**config.mk**
```make
export PLATFORM = sky130hd
export DESIGN_NAME = pipe_reg_chain
export DESIGN_NICKNAME = d
export VERILOG_FILES = /design/src/rtl/pipe_reg_pkg.sv /design/src/rtl/pipe_reg_stage.sv /design/src/rtl/pipe_reg_chain.sv
export SDC_FILE = /design/constraint.sdc
export NUM_CORES = 1
export LEC_CHECK = 0
export BUFFER_PORTS_ARGS = -buffer_cell sky130_fd_sc_hd__clkbuf_2
export CAP_MARGIN = 10
export CORE_ASPECT_RATIO = 0.6
export CORE_MARGIN = 5
export CORE_UTILIZATION = 40
export CTS_CLUSTER_DIAMETER = 120
export DETAILED_ROUTE_END_ITERATION = 12
export PLACE_DENSITY_LB_ADDON = 0.3
export SYNTH_ARGS = -nofsm -noshare
export SYNTH_HDL_FRONTEND = slang
export SYNTH_SLANG_ARGS = --single-unit
export TNS_END_PERCENT = 5
```
**constraint.sdc**
```tcl
create_clock -name clk -period 4.6 [get_ports clk]
set_input_delay 0.46 -clock clk [delete_from_list [all_inputs] [get_ports clk]]
set_output_delay 0.46 -clock clk [all_outputs]
set_load 0.03 [all_outputs]
```
**src/rtl/pipe_reg_pkg.sv**
```systemverilog
// Shared definitions for the flow-controlled register pipeline.
// Optional feature macro: PIPE_REG_CHAIN_PARITY_EN (per-stage even-parity bit).
package pipe_reg_pkg;

    // Default geometry of a pipe_reg_chain instance.
    localparam int unsigned PIPE_REG_WIDTH_DEF = 8;
    localparam int unsigned PIPE_REG_DEPTH_DEF = 4;

    // Widest data word the parity helper accepts. Narrower words are
    // zero-extended before the call, which leaves the parity unchanged.
    localparam int unsigned PARITY_MAX_W = 256;

    // Bits needed to count 0..depth valid stages.
    function automatic int unsigned occ_width(input int unsigned depth);
        return $clog2(depth + 1);
    endfunction

    // Even-parity bit: makes the total number of ones in {parity, data} even.
    function automatic logic even_parity(input logic [PARITY_MAX_W-1:0] data);
        return ^data;
    endfunction

endpackage

```
**src/rtl/pipe_reg_stage.sv**
```systemverilog
// One stage of the register pipeline: a valid bit plus a data word.
// When the chain is built with PIPE_REG_CHAIN_PARITY_EN, the parity bit is
// carried inside the data word, so this stage is identical in both builds.
module pipe_reg_stage #(
    parameter int unsigned   W       = 8,
    parameter logic [W-1:0]  RST_VAL = '0
) (
    input  logic         clk,
    input  logic         rst,
    input  logic         flush,
    input  logic         up_valid,
    input  logic [W-1:0] up_data,
    input  logic         down_ready,
    output logic         valid,
    output logic         data_unused_guard,
    output logic [W-1:0] data,
    output logic         ready
);

    logic         valid_q;
    logic         valid_d;
    logic [W-1:0] data_q;
    logic [W-1:0] data_d;

    // An empty stage can always take a word; a full one only if it can pass
    // its own word on in the same cycle.
    assign ready = !valid_q || down_ready;

    assign valid             = valid_q;
    assign data              = data_q;
    assign data_unused_guard = 1'b0;

    // Next state: flush empties the stage but keeps its data; data is only
    // captured together with a valid word so it never moves under a bubble.
    always_comb begin
        valid_d = valid_q;
        data_d  = data_q;
        if (flush) begin
            valid_d = 1'b0;
        end else if (ready) begin
            valid_d = up_valid;
            if (up_valid) begin
                data_d = up_data;
            end
        end
    end

    // Stage registers; reset wins over flush and any handshake.
    always_ff @(posedge clk) begin
        if (rst) begin
            valid_q <= 1'b0;
            data_q  <= RST_VAL;
        end else begin
            valid_q <= valid_d;
            data_q  <= data_d;
        end
    end

endmodule

```
**src/rtl/pipe_reg_chain.sv**
```systemverilog
// Flow-controlled register pipeline: WIDTH-bit words delayed through DEPTH
// stages with valid/ready backpressure, bubble collapsing, synchronous flush
// and a combinational occupancy count.
// Optional feature macro: PIPE_REG_CHAIN_PARITY_EN. When defined, every stage
// carries an even-parity bit generated at stage 0 and checked at the output;
// when undefined, parity_err and parity_err_sticky are tied low.
// The ready chain is combinational from out_ready back to in_ready so that a
// full chain keeps streaming at one word per cycle.
module pipe_reg_chain
    import pipe_reg_pkg::*;
#(
    parameter int unsigned      WIDTH     = PIPE_REG_WIDTH_DEF,
    parameter int unsigned      DEPTH     = PIPE_REG_DEPTH_DEF,
    parameter logic [WIDTH-1:0] RESET_VAL = '0
) (
    input  logic                         clk,
    input  logic                         rst,
    input  logic                         flush,
    input  logic                         in_valid,
    output logic                         in_ready,
    input  logic [WIDTH-1:0]             in_data,
    output logic                         out_valid,
    input  logic                         out_ready,
    output logic [WIDTH-1:0]             out_data,
    output logic [occ_width(DEPTH)-1:0]  occupancy,
    output logic                         parity_err,
    output logic                         parity_err_sticky
);

    localparam int unsigned OW = occ_width(DEPTH);

`ifdef PIPE_REG_CHAIN_PARITY_EN
    // Stage word is {parity, data}.
    localparam int unsigned SW = WIDTH + 1;
    localparam logic [SW-1:0] STAGE_RST =
        {even_parity(PARITY_MAX_W'(RESET_VAL)), RESET_VAL};
`else
    localparam int unsigned SW = WIDTH;
    localparam logic [SW-1:0] STAGE_RST = RESET_VAL;
`endif

    logic [SW-1:0]    in_word;
    logic [DEPTH-1:0] up_v;
    logic [SW-1:0]    up_d [DEPTH];
    logic [DEPTH-1:0] v;
    logic [SW-1:0]    d    [DEPTH];
    logic [DEPTH-1:0] guard_unused;
    logic [DEPTH:0]   rdy;
    logic [OW-1:0]    occ_c;

`ifdef PIPE_REG_CHAIN_PARITY_EN
    assign in_word = {even_parity(PARITY_MAX_W'(in_data)), in_data};
`else
    assign in_word = in_data;
`endif

    assign rdy[DEPTH] = out_ready;

    for (genvar i = 0; i < DEPTH; i++) begin : g_stage
        if (i == 0) begin : g_head
            // A word offered during flush is dropped, never captured.
            assign up_v[i] = in_valid && !flush;
            assign up_d[i] = in_word;
        end else begin : g_body
            assign up_v[i] = v[i-1];
            assign up_d[i] = d[i-1];
        end

        pipe_reg_stage #(
            .W       (SW),
            .RST_VAL (STAGE_RST)
        ) u_stage (
            .clk               (clk),
            .rst               (rst),
            .flush             (flush),
            .up_valid          (up_v[i]),
            .up_data           (up_d[i]),
            .down_ready        (rdy[i+1]),
            .valid             (v[i]),
            .data_unused_guard (guard_unused[i]),
            .data              (d[i]),
            .ready             (rdy[i])
        );
    end

    assign in_ready  = rdy[0] && !flush;
    assign out_valid = v[DEPTH-1];
    assign out_data  = d[DEPTH-1][WIDTH-1:0];

    // Occupancy is the popcount of the stage valid bits.
    always_comb begin
        occ_c = '0;
        for (int i = 0; i < DEPTH; i++) begin
            occ_c = occ_c + OW'(v[i]);
        end
    end

    assign occupancy = occ_c;

`ifdef PIPE_REG_CHAIN_PARITY_EN
    logic parity_err_c;
    logic sticky_q;
    logic sticky_d;

    assign parity_err_c = out_valid && ((^out_data) != d[DEPTH-1][WIDTH]);
    assign sticky_d     = sticky_q || parity_err_c;

    // Sticky error flag: once set, only reset clears it.
    always_ff @(posedge clk) begin
        if (rst) begin
            sticky_q <= 1'b0;
        end else begin
            sticky_q <= sticky_d;
        end
    end

    assign parity_err        = parity_err_c;
    assign parity_err_sticky = sticky_q;
`else
    assign parity_err        = 1'b0;
    assign parity_err_sticky = 1'b0;
`endif

    // The guard outputs are constant zero; folding them into a signal that is
    // never consumed keeps the per-stage port list uniform.
    logic guard_or;
    assign guard_or = |guard_unused;

endmodule
```
# Word-level counts from Yosys, hierarchy flattened
# Cells that the tools add are included.
op_classes:
  magnitude_cmp: 0
  addsub: 3
  mux: 0
  div_mod_pow: 0
  shifts: 0
  n_eq_ne: 0
  reduce_logical: 16
  bitwise_logic: 1
  n_mul: 0
ops:
  columns: ["op", "count"]
  rows:
  - ["3-bit AND reduction", 4]
  - ["1-bit zero test", 5]
  - ["1-bit logical OR", 4]
  - ["2-bit by 1-bit adder with 3-bit output", 1]
  - ["3-bit by 1-bit adder with 3-bit output", 1]
  - ["1-bit by 1-bit adder with 2-bit output", 1]
  - ["1-bit logical AND", 2]
  - ["2-bit OR reduction", 1]
  - ["1-bit inverter", 1]
totals:
  ramBits: 0
  latchBits: 0
  wordCells: 28
  ff_bits: 36
  memories: 0
  mem_bits_ro: 0
  inputBits: 13
  output_inout_bits: 15

# Logic depth before layout (Yosys ltp)
# Gate-level depths: netlist of run 1.
depth:
  word_depth: 6
  mapped_depth: 5
  depth_no_buf: 5

# Cells and area by module
# Synthesis of run 1 repeated with hierarchy kept, for this count alone.
unflattened:
  cells_unflattened: 181
  area_unflattened_um2: 1796.7
by_module_without_submodules:
  columns: ["module", "area_per_inst_um2", "n_inst", "seq_area_each_um2", "cells_per_inst"]
  rows:
  - ["pipe_reg_stage", 425.4, 4, 180.2, 42]
  - ["pipe_reg_chain", 95.1, 1, 0.0, 13]

# Worst setup path after synthesis of run 1
# Ideal clock, no wire load.
synth_path:
  kind: "reg2out"
  startpoint: "register g_stage[3].u_stage.valid_q"
  endpoint: "output port occupancy[1]"
  arrival_ps: 1846
  t_required_ps: 4140
  path_slack_ps: 2294
  path_stages_with_launch: 6
  cell_sequence: "dfxtp_1 > inv_1 > fa_1 > inv_1 > ha_1 > ha_1"
synth_via:
  elab_chain_cells: 1
synth_lines:
  columns: ["element", "line_no", "source"]
  rows:
  - ["from (decl)", "pipe_reg_stage.sv:20", "logic valid_q;"]
  - ["from (signal assigned)", "pipe_reg_stage.sv:54", "valid_q <= valid_d;"]
  - ["3-bit by 1-bit adder with 3-bit output", "pipe_reg_chain.sv:94", "occ_c = occ_c + OW'(v[i]);"]
  - ["to (decl)", "pipe_reg_chain.sv:25", "output logic [occ_width(DEPTH)-1:0] occupancy,"]
# No other way between the ends.

# Final worst setup path of run 1
# Ends and elaborated chain as after synthesis.

==> results of run 1 <==
worst paths after layout:
| check | end | slack, ps | cells past startpoint |
|---|---|---|---|
| max | occupancy[1] | 2120 | 6 |
| min | g_stage[0].u_stage.data[7]$_SDFFE_PP0P_ | 420 | 3 |
| max reg2reg | g_stage[3].u_stage.data[2]$_SDFFE_PP0P_ | 3200 | 3 |
| min reg2reg | g_stage[2].u_stage.data[2]$_SDFFE_PP0P_ | 460 | 2 |
state kept, by name, indices dropped and copies added (netlist names):
name                   cells
g_stage.u_stage.data      32
g_stage.u_stage.valid      4
power by group:
part	switching [mW]	internal, mW	leakage, nW	total (mW)
Sequential	0.00285	0.316	0.291	0.319
Combinational	0.0198	0.0136	0.312	0.0334
Clock	0.105	0.133	0.0503	0.238
Total	0.128	0.463	0.653	0.591
critical path: stages (launching register included):
cell and delay [ps]:
dfxtp_1 430, inv_1 90, fa_1 530, inv_1 40, ha_1 170, ha_1 270
clkbuf_2 200
Yosys cell counts, drive strengths merged (2+ instances only):
cell | instances | area (sq um)
clkbuf | 8 | 32.5
nand3 | 24 | 120
o21ai | 24 | 120
a21boi | 2 | 15.0
nand2b | 21 | 131
buf | 15 | 106
inv | 5 | 18.8
mux2i | 8 | 80.1
dfxtp | 36 | 721
a21oi | 27 | 146
ha | 2 | 25.0
nor2b | 4 | 25.0
kinds of logic after synthesis:
kind of cell / count (synthesis) / synth area share (%)
AND/OR/NAND/NOR: 55 / 20.0
AO/OA/AOI/OAI: 54 / 17.8
flip-flops: 36 / 44.5
buffers and inverters: 28 / 9.73
multiplexers: 8 / 4.94
adder cells (fa/ha/maj): 3 / 2.78
other: 1 / 0.231
per-stage QoR:
stage                     instance area [sq um]  worst slack, ps  utilization (%)  power (mW)  std cells
after CTS                                  1770             2100             46.6       0.597        242
after detailed placement                   1670             2410             44.1       0.360        235
after floorplan                            1620             2290                -       0.352        186
after global placement                     1670             2440             44.1       0.360        235
after global routing                       1770             2000             46.6       0.612        242
final                                      1770             2120             46.6       0.591        242
layer usage:
| metal | track usage, % | routed length (um) | vias up | share of wire, % |
|---|---|---|---|---|
| met5 | 0 | 0 | - | 0 |
| met4 | 4.44 | 29 | 0 | 0.94 |
| met3 | 4.70 | 136 | 5 | 4.4 |
| met2 | 16.3 | 1170 | 19 | 38 |
| met1 | 17.1 | 1730 | 574 | 56 |
| li1 | - | - | 642 | - |
cell usage in the layout (no fill, tap or decap), drive strengths merged:
cell type and count:
a21boi 2, a21oi 27, and3b 1, and4b 1, clkbuf 32, conb 2, dfxtp 36, fa 1
ha 2, inv 5, mux2i 8, nand2b 21, nand3 24, nand3b 1, nand4b 1, nor2 1
nor2b 4, nor3 1, o21a 1, o21ai 24
area by class of cell:
class / instances / area share, %
flip-flops and latches: 36 / 40.8
clock buffers: 7 / 5.46
inverters: 5 / 1.06
multi-input cells: 122 / 42.2
well taps: 47 / 3.33
repair buffers: 25 / 7.09
==> metrics, run 1 <==
start-to-end type of the worst setup path=reg -> out; Crit Reg-Reg Startpoint=g_stage[3].u_stage.valid$_SDFFE_PP0P_; Worst Skew=between 7 and 8 ps; count of filler cells inserted in the layout=between 300 and 400; relative slew slack=51.8%; total global-route track usage=12.0%; Gate Count Post-Synth=185; Hold Vio Cnt, Final=0; Maximum Capacitance Violations=0; initial core utilization=42.8%; critical path fanouts, max=8; routed via count=1,240; Resized cells post-CTS=0; number of clock buffers inserted by TritonCTS=5; first-pass GRT wire length=5260 um; post-route antenna net violation count=0; areal power density over the cells=between 300 and 400 nW/um^2; Setup-failing EPs final=0; antenna violations before repair=0; leakage power=0.653 nW; die outline height=59.3 um; number of hold buffers added after CTS=0; nature of the critical path startpoint=register; DP Wirelength=between 2000 and 2500 um; Clock Latency Late Sink=280 ps; placeable core region=3790 sq um; WL final=~3100 um; Period minus WS final=2480 ps; register cell area after layout=approximately 700 sq um; via count of the first global-routing pass=1,161; transition time of the tightest slew-check pin=722 ps; worst slack on hold paths=417 ps; largest vdd supply drop=0.176 mV; CTS clk-pin slew, worst paths=70 ps; nature of the critical path endpoint=output pin; clock tree from TritonCTS=done; hold wc startpoint=in_data[7]; Via density=approximately 5.1; required time of the worst setup path=4140 ps; pin count of the biggest net entering global routing=43; synth warn=0; buffers inserted by post-CTS timing repair=0; drt wl/cell=between 10 and 15 um; max-slew violation total from the final report=0; achievable clock frequency=404 MHz; signed area change from the synthesized netlist to the final layout=8.96%; final weighted congestion of routability-driven global placement=0.775; mean instance size in the synthesized netlist=about 8.8 sq um; period utilization=53.8%; number of flops mapped to enable cells by yosys=0; number of DRC markers in iteration 0=76; iteration count of the initial detailed-routing pass=4; # rows=17; Max Root-Sink Buffers=2; setup repair after global routing missed its margin=false; final routed DRC violation total=0; netlist area before placement=1620 sq um; source of the critical timing path=g_stage[3].u_stage.valid$_SDFFE_PP0P_; total negative slack for setup checks=0 ps; area enclosed by the die boundary=5470 sq um; area occupied by multi-input gates=between 700 and 800 sq um; sink count of the clock tree=36; Synth cell types=27; async set-or-reset flop fraction in the synthesized netlist=0%; layout cell share with drive strength beyond 1=17.4%; data arrival time of the critical path=2020 ps; diodes inserted=0; sequential fraction of the synthesis area=44.5%; #FFs+latches synth=36; I/O pin total=28; H-tree Lvls=2; result of the run=finished, final reports clean; width of the chip=around 92 um; final-stage net count=211; CTS Root Buffer Type=clkbuf_8; class of the tightest hold or removal check=in -> reg; Port Buffers=25; dominant register cell in the synthesized netlist=dfxtp_1; grt total ovfl=0
(Power assumes the default switching activity.)
==> run 2, diff against run 1 <==
clock period = 2.45 ns   (was 4.6 ns; I/O delays follow)
==> metrics, run 2 (same netlist as run 1, synthesis figures left out) <==
final routed DRC violation total=0; CTS clk-pin slew, worst paths=70 ps; Hold Vio Cnt, Final=0; result of the run=finished, final reports clean; data arrival time of the critical path=around 2000 ps; required time of the worst setup path=2200 ps; grt total ovfl=0; clock share of power=39.1%; layout cell share with drive strength beyond 1=approximately 18%; worst hold stages=3; sequential group share of total power=55.2%; buffers inserted by post-CTS timing repair=0; initial core utilization=42.8%; first-pass GRT wire length=5060 um; nature of the critical path endpoint=output pin; WL final=3010 um; Worst Skew=3.31 ps; die outline height=59.3 um; areal power density over the cells=616 nW/um^2; leakage power=0.654 nW; diodes inserted=0; DP Wirelength=2180 um; number of DRC markers in iteration 0=between 80 and 90; antenna violations before repair=0; routed via count=~1.3k; internal cell power=0.843 mW; achievable clock frequency=440 MHz; worst slack, placed=450 ps; worst path setup slack after routing=175 ps; area enclosed by the die boundary=5470 sq um; Period minus WS final=~2300 ps; Crit Reg-Reg Startpoint=g_stage[3].u_stage.valid$_SDFFE_PP0P_; most frequent standard cell in the layout excluding fill and tap cells=dfxtp_1; largest vdd supply drop=~0.2 mV; final-stage net count=about 210; iteration count of the initial detailed-routing pass=4; number of clock buffers inserted by TritonCTS=5; Max Root-Sink Buffers=2; drt wl/cell=12.4 um; sink count of the clock tree=36; Hold Path End=g_stage[0].u_stage.data[6]$_SDFFE_PP0P_; commonest non-fill, non-tap cells in the layout=36 x dfxtp_1, 26 x a21oi_1, 25 x clkbuf_2; final weighted congestion of routability-driven global placement=approximately 0.78; Resized cells post-CTS=0; signed area change from the synthesized netlist to the final layout=8.73%; period utilization=92.9%; transition time of the tightest slew-check pin=717 ps; H-tree Lvls=2; max FFs per register=32; final core utilization=a little under half; critical path fanouts, max=6; placeable core region=between 3000 and 4000 sq um; Via density=roughly 5.3; net switching share of the total power=22.3%; CTS Root Buffer Type=clkbuf_8; via count of the first global-routing pass=1,105; max-slew violation total from the final report=0; number of hold buffers added after CTS=0; FF-to-FF path depth=3; I/O pin total=28; class of the tightest hold or removal check=in -> reg; post-route antenna net violation count=0; total global-route track usage=11.9%; hold wc startpoint=in_data[6]; relative slew slack=52.2%; part of the power in combinational logic=5.7%; Port Buffers=25; setup repair after global routing missed its margin=false; count of filler cells inserted in the layout=390; nature of the critical path startpoint=register; width of the chip=92.2 um; Maximum Capacitance Violations=0; Clock Latency Late Sink=280 ps; R2R Path End=g_stage[3].u_stage.data[6]$_SDFFE_PP0P_; clock tree from TritonCTS=done; flop2flop setup slack=1080 ps; pin count of the biggest net entering global routing=43; # rows=17; Setup-failing EPs final=0; Switch Pwr=0.242 mW; total negative slack for setup checks=0 ps; start-to-end type of the worst setup path=reg -> out
run 2: cell types whose count changed in the layout (fill, tap and decap cells not counted):
cell / delta
clkinv_2: +2
clkbuf_8: -1
run 2: through the flow:
stage | total power [mW] | cells | cell area (sq um) | hold slack, ps
detailed placement | 0.675 | 235 | 1670 | 456
global placement | 0.675 | 235 | 1670 | 453
floorplan | 0.660 | 186 | 1620 | 400
finish | 1.09 | 243 | 1760 | 195
CTS | 1.10 | 243 | 1760 | 183
global route | 1.13 | 243 | 1760 | 202
run 2: worst max-delay path: stages, from the launching register on:
cell	delay, ps
dfxtp_1	450
inv_1	110
fa_1	510
inv_1	40
ha_1	170
ha_1	270
clkbuf_2	200
run 2: cell type report:
cell class | instances | area [sq um] | share of cell area, %
Clock buffer | 6 | 82.6 | 4.69
Timing Repair Buffer | 25 | 125 | 7.10
Sequential cell | 36 | 721 | 40.9
Clock inverter | 2 | 10.0 | 0.568
Multi-Input combinational cell | 122 | 746 | 42.3
Tap cell | 47 | 58.8 | 3.34
Inverter | 5 | 18.8 | 1.07
run 2: how the worst max path moves through the flow:
stage	cells after the start	start	endpoint	slack, ps
after floorplan	5	g_stage[3].u_stage.valid$_SDFFE_PP0P_	occupancy[1]	360
after global placement	6	g_stage[3].u_stage.valid$_SDFFE_PP0P_	occupancy[1]	510
after detailed placement	6	g_stage[3].u_stage.valid$_SDFFE_PP0P_	occupancy[1]	450
after CTS	6	g_stage[3].u_stage.valid$_SDFFE_PP0P_	occupancy[1]	130
after global routing	6	g_stage[3].u_stage.valid$_SDFFE_PP0P_	occupancy[1]	80
final	6	g_stage[0].u_stage.valid$_SDFFE_PP0P_	occupancy[1]	170
run 2: per-layer routing:
metal  global-route usage [%]  routed length (um)  vias up
li1                         -                   -      647
met1                     16.3                1660      607
met3                     4.70                 125        6
met4                     5.71                  40        0
met5                        0                   0        -
met2                     16.2                1190       19
run 2: power groups by stage:
stage               registers [mW]  logic, mW  clock network (mW)
floorplan                    0.611     0.0491                   0
global placement             0.612     0.0627                   0
detailed placement           0.613     0.0626                   0
CTS                          0.599     0.0628               0.441
global route                 0.600     0.0690               0.464
finish                       0.599     0.0620               0.424
==> run 3, diff against run 2 <==
RECOVER_POWER = 50   (was unset)
==> metrics, run 3 (same netlist as run 1, synthesis figures left out) <==
result of the run=finished, final reports clean; Port Buffers=25; routed via count=~1.3k; area enclosed by the die boundary=between 5000 and 6000 sq um; WL final=3020 um; iteration count of the initial detailed-routing pass=4; nature of the critical path endpoint=output pin; largest vdd supply drop=0.201 mV; DP Wirelength=2180 um; final weighted congestion of routability-driven global placement=about 0.8; commonest non-fill, non-tap cells in the layout=36 x dfxtp_1, 27 x a21oi_1, 24 x nand3_1; final core utilization=45.8%; CTS Root Buffer Type=clkbuf_8; relative slew slack=33.4%; diodes inserted=0; max-slew violation total from the final report=0; total negative slack for setup checks=0 ps; Clock Latency Late Sink=around 280 ps; critical path fanouts, max=8; layout cell share with drive strength beyond 1=approximately an eighth; start-to-end type of the worst setup path=reg -> out; Worst Skew=4.04 ps; most frequent standard cell in the layout excluding fill and tap cells=dfxtp_1; width of the chip=92.2 um; period utilization=around 90%; number of clock buffers inserted by TritonCTS=5; worst slack, placed=450 ps; clock tree from TritonCTS=done; class of the tightest hold or removal check=in -> reg; required time of the worst setup path=2200 ps; initial core utilization=42.8%; antenna violations before repair=0; buffers inserted by post-CTS timing repair=0; drt wl/cell=roughly 12 um; leakage power=~0.62 nW; die outline height=59.3 um; data arrival time of the critical path=between 2000 and 2500 ps; grt total ovfl=0; signed area change from the synthesized netlist to the final layout=7.10%; number of hold buffers added after CTS=0; Setup-failing EPs final=0; setup repair after global routing missed its margin=false; total global-route track usage=11.9%; number of DRC markers in iteration 0=between 80 and 90; max FFs per register=32; Max Root-Sink Buffers=2; via count of the first global-routing pass=1,105; areal power density over the cells=about 620 nW/um^2; final routed DRC violation total=0; first-pass GRT wire length=5060 um; CTS clk-pin slew, worst paths=70 ps; count of filler cells inserted in the layout=397; post-route antenna net violation count=0; I/O pin total=28; Via density=5.27; sink count of the clock tree=36; placeable core region=about 3800 sq um; worst path setup slack after routing=181 ps; Resized cells post-CTS=0; Hold Vio Cnt, Final=0; worst hold stages=3; FF-to-FF path depth=3; # rows=17; transition time of the tightest slew-check pin=999 ps; H-tree Lvls=2; final-stage net count=~210; pin count of the biggest net entering global routing=43; Period minus WS final=2270 ps; achievable clock frequency=441 MHz; Maximum Capacitance Violations=0; nature of the critical path startpoint=register
-- run 3: area by class of cell --
cell class | instances | area [sq um] | area share (%)
Tap cell | 47 | 58.8 | 3.39
Clock buffer | 6 | 82.6 | 4.76
Inverter | 5 | 18.8 | 1.08
Timing Repair Buffer | 25 | 114 | 6.56
Sequential cell | 36 | 721 | 41.5
Multi-Input combinational cell | 122 | 731 | 42.1
Clock inverter | 2 | 10.0 | 0.577
-- run 3: per-layer routing --
layer	routed length [um]	share of wire [%]	track usage, %
met1	1670	55	16.3
met2	1180	39	16.2
met3	123	4.1	4.70
met4	40	1.3	5.71
met5	0	0	0
-- run 3: path summary, 6_finish.rpt --
kind / end / start / slack [ps]
max: occupancy[1] / g_stage[3].u_stage.valid$_SDFFE_PP0P_ / 180
max reg2reg: g_stage[0].u_stage.data[3]$_SDFFE_PP0P_ / g_stage[3].u_stage.valid$_SDFFE_PP0P_ / 530
min reg2reg: g_stage[3].u_stage.data[0]$_SDFFE_PP0P_ / g_stage[2].u_stage.data[0]$_SDFFE_PP0P_ / 460
min: g_stage[0].u_stage.data[6]$_SDFFE_PP0P_ / in_data[6] / 190
-- run 3: stage by stage --
step	cell area [sq um]	power [mW]	instances	hold slack [ps]
6_report	1740	1.08	243	195
4_1_cts	1760	1.10	243	183
5_1_grt	1740	1.13	243	203
2_1_floorplan	1620	0.660	186	400
3_3_place_gp	1670	0.675	235	453
3_5_place_dp	1670	0.675	235	456
-- run 3: critical path, stage by stage, from the launching register on --
cell	delay [ps]
dfxtp_1	440
inv_1	90
fa_1	530
inv_1	40
ha_1	170
ha_1	270
clkbuf_2	200
-- run 3: power by group --
group | switching, mW | leakage (nW) | internal, mW
clock | 0.198 | 0.0510 | 0.224
sequential | 0.00519 | 0.291 | 0.594
combinational | 0.0361 | 0.282 | 0.0250
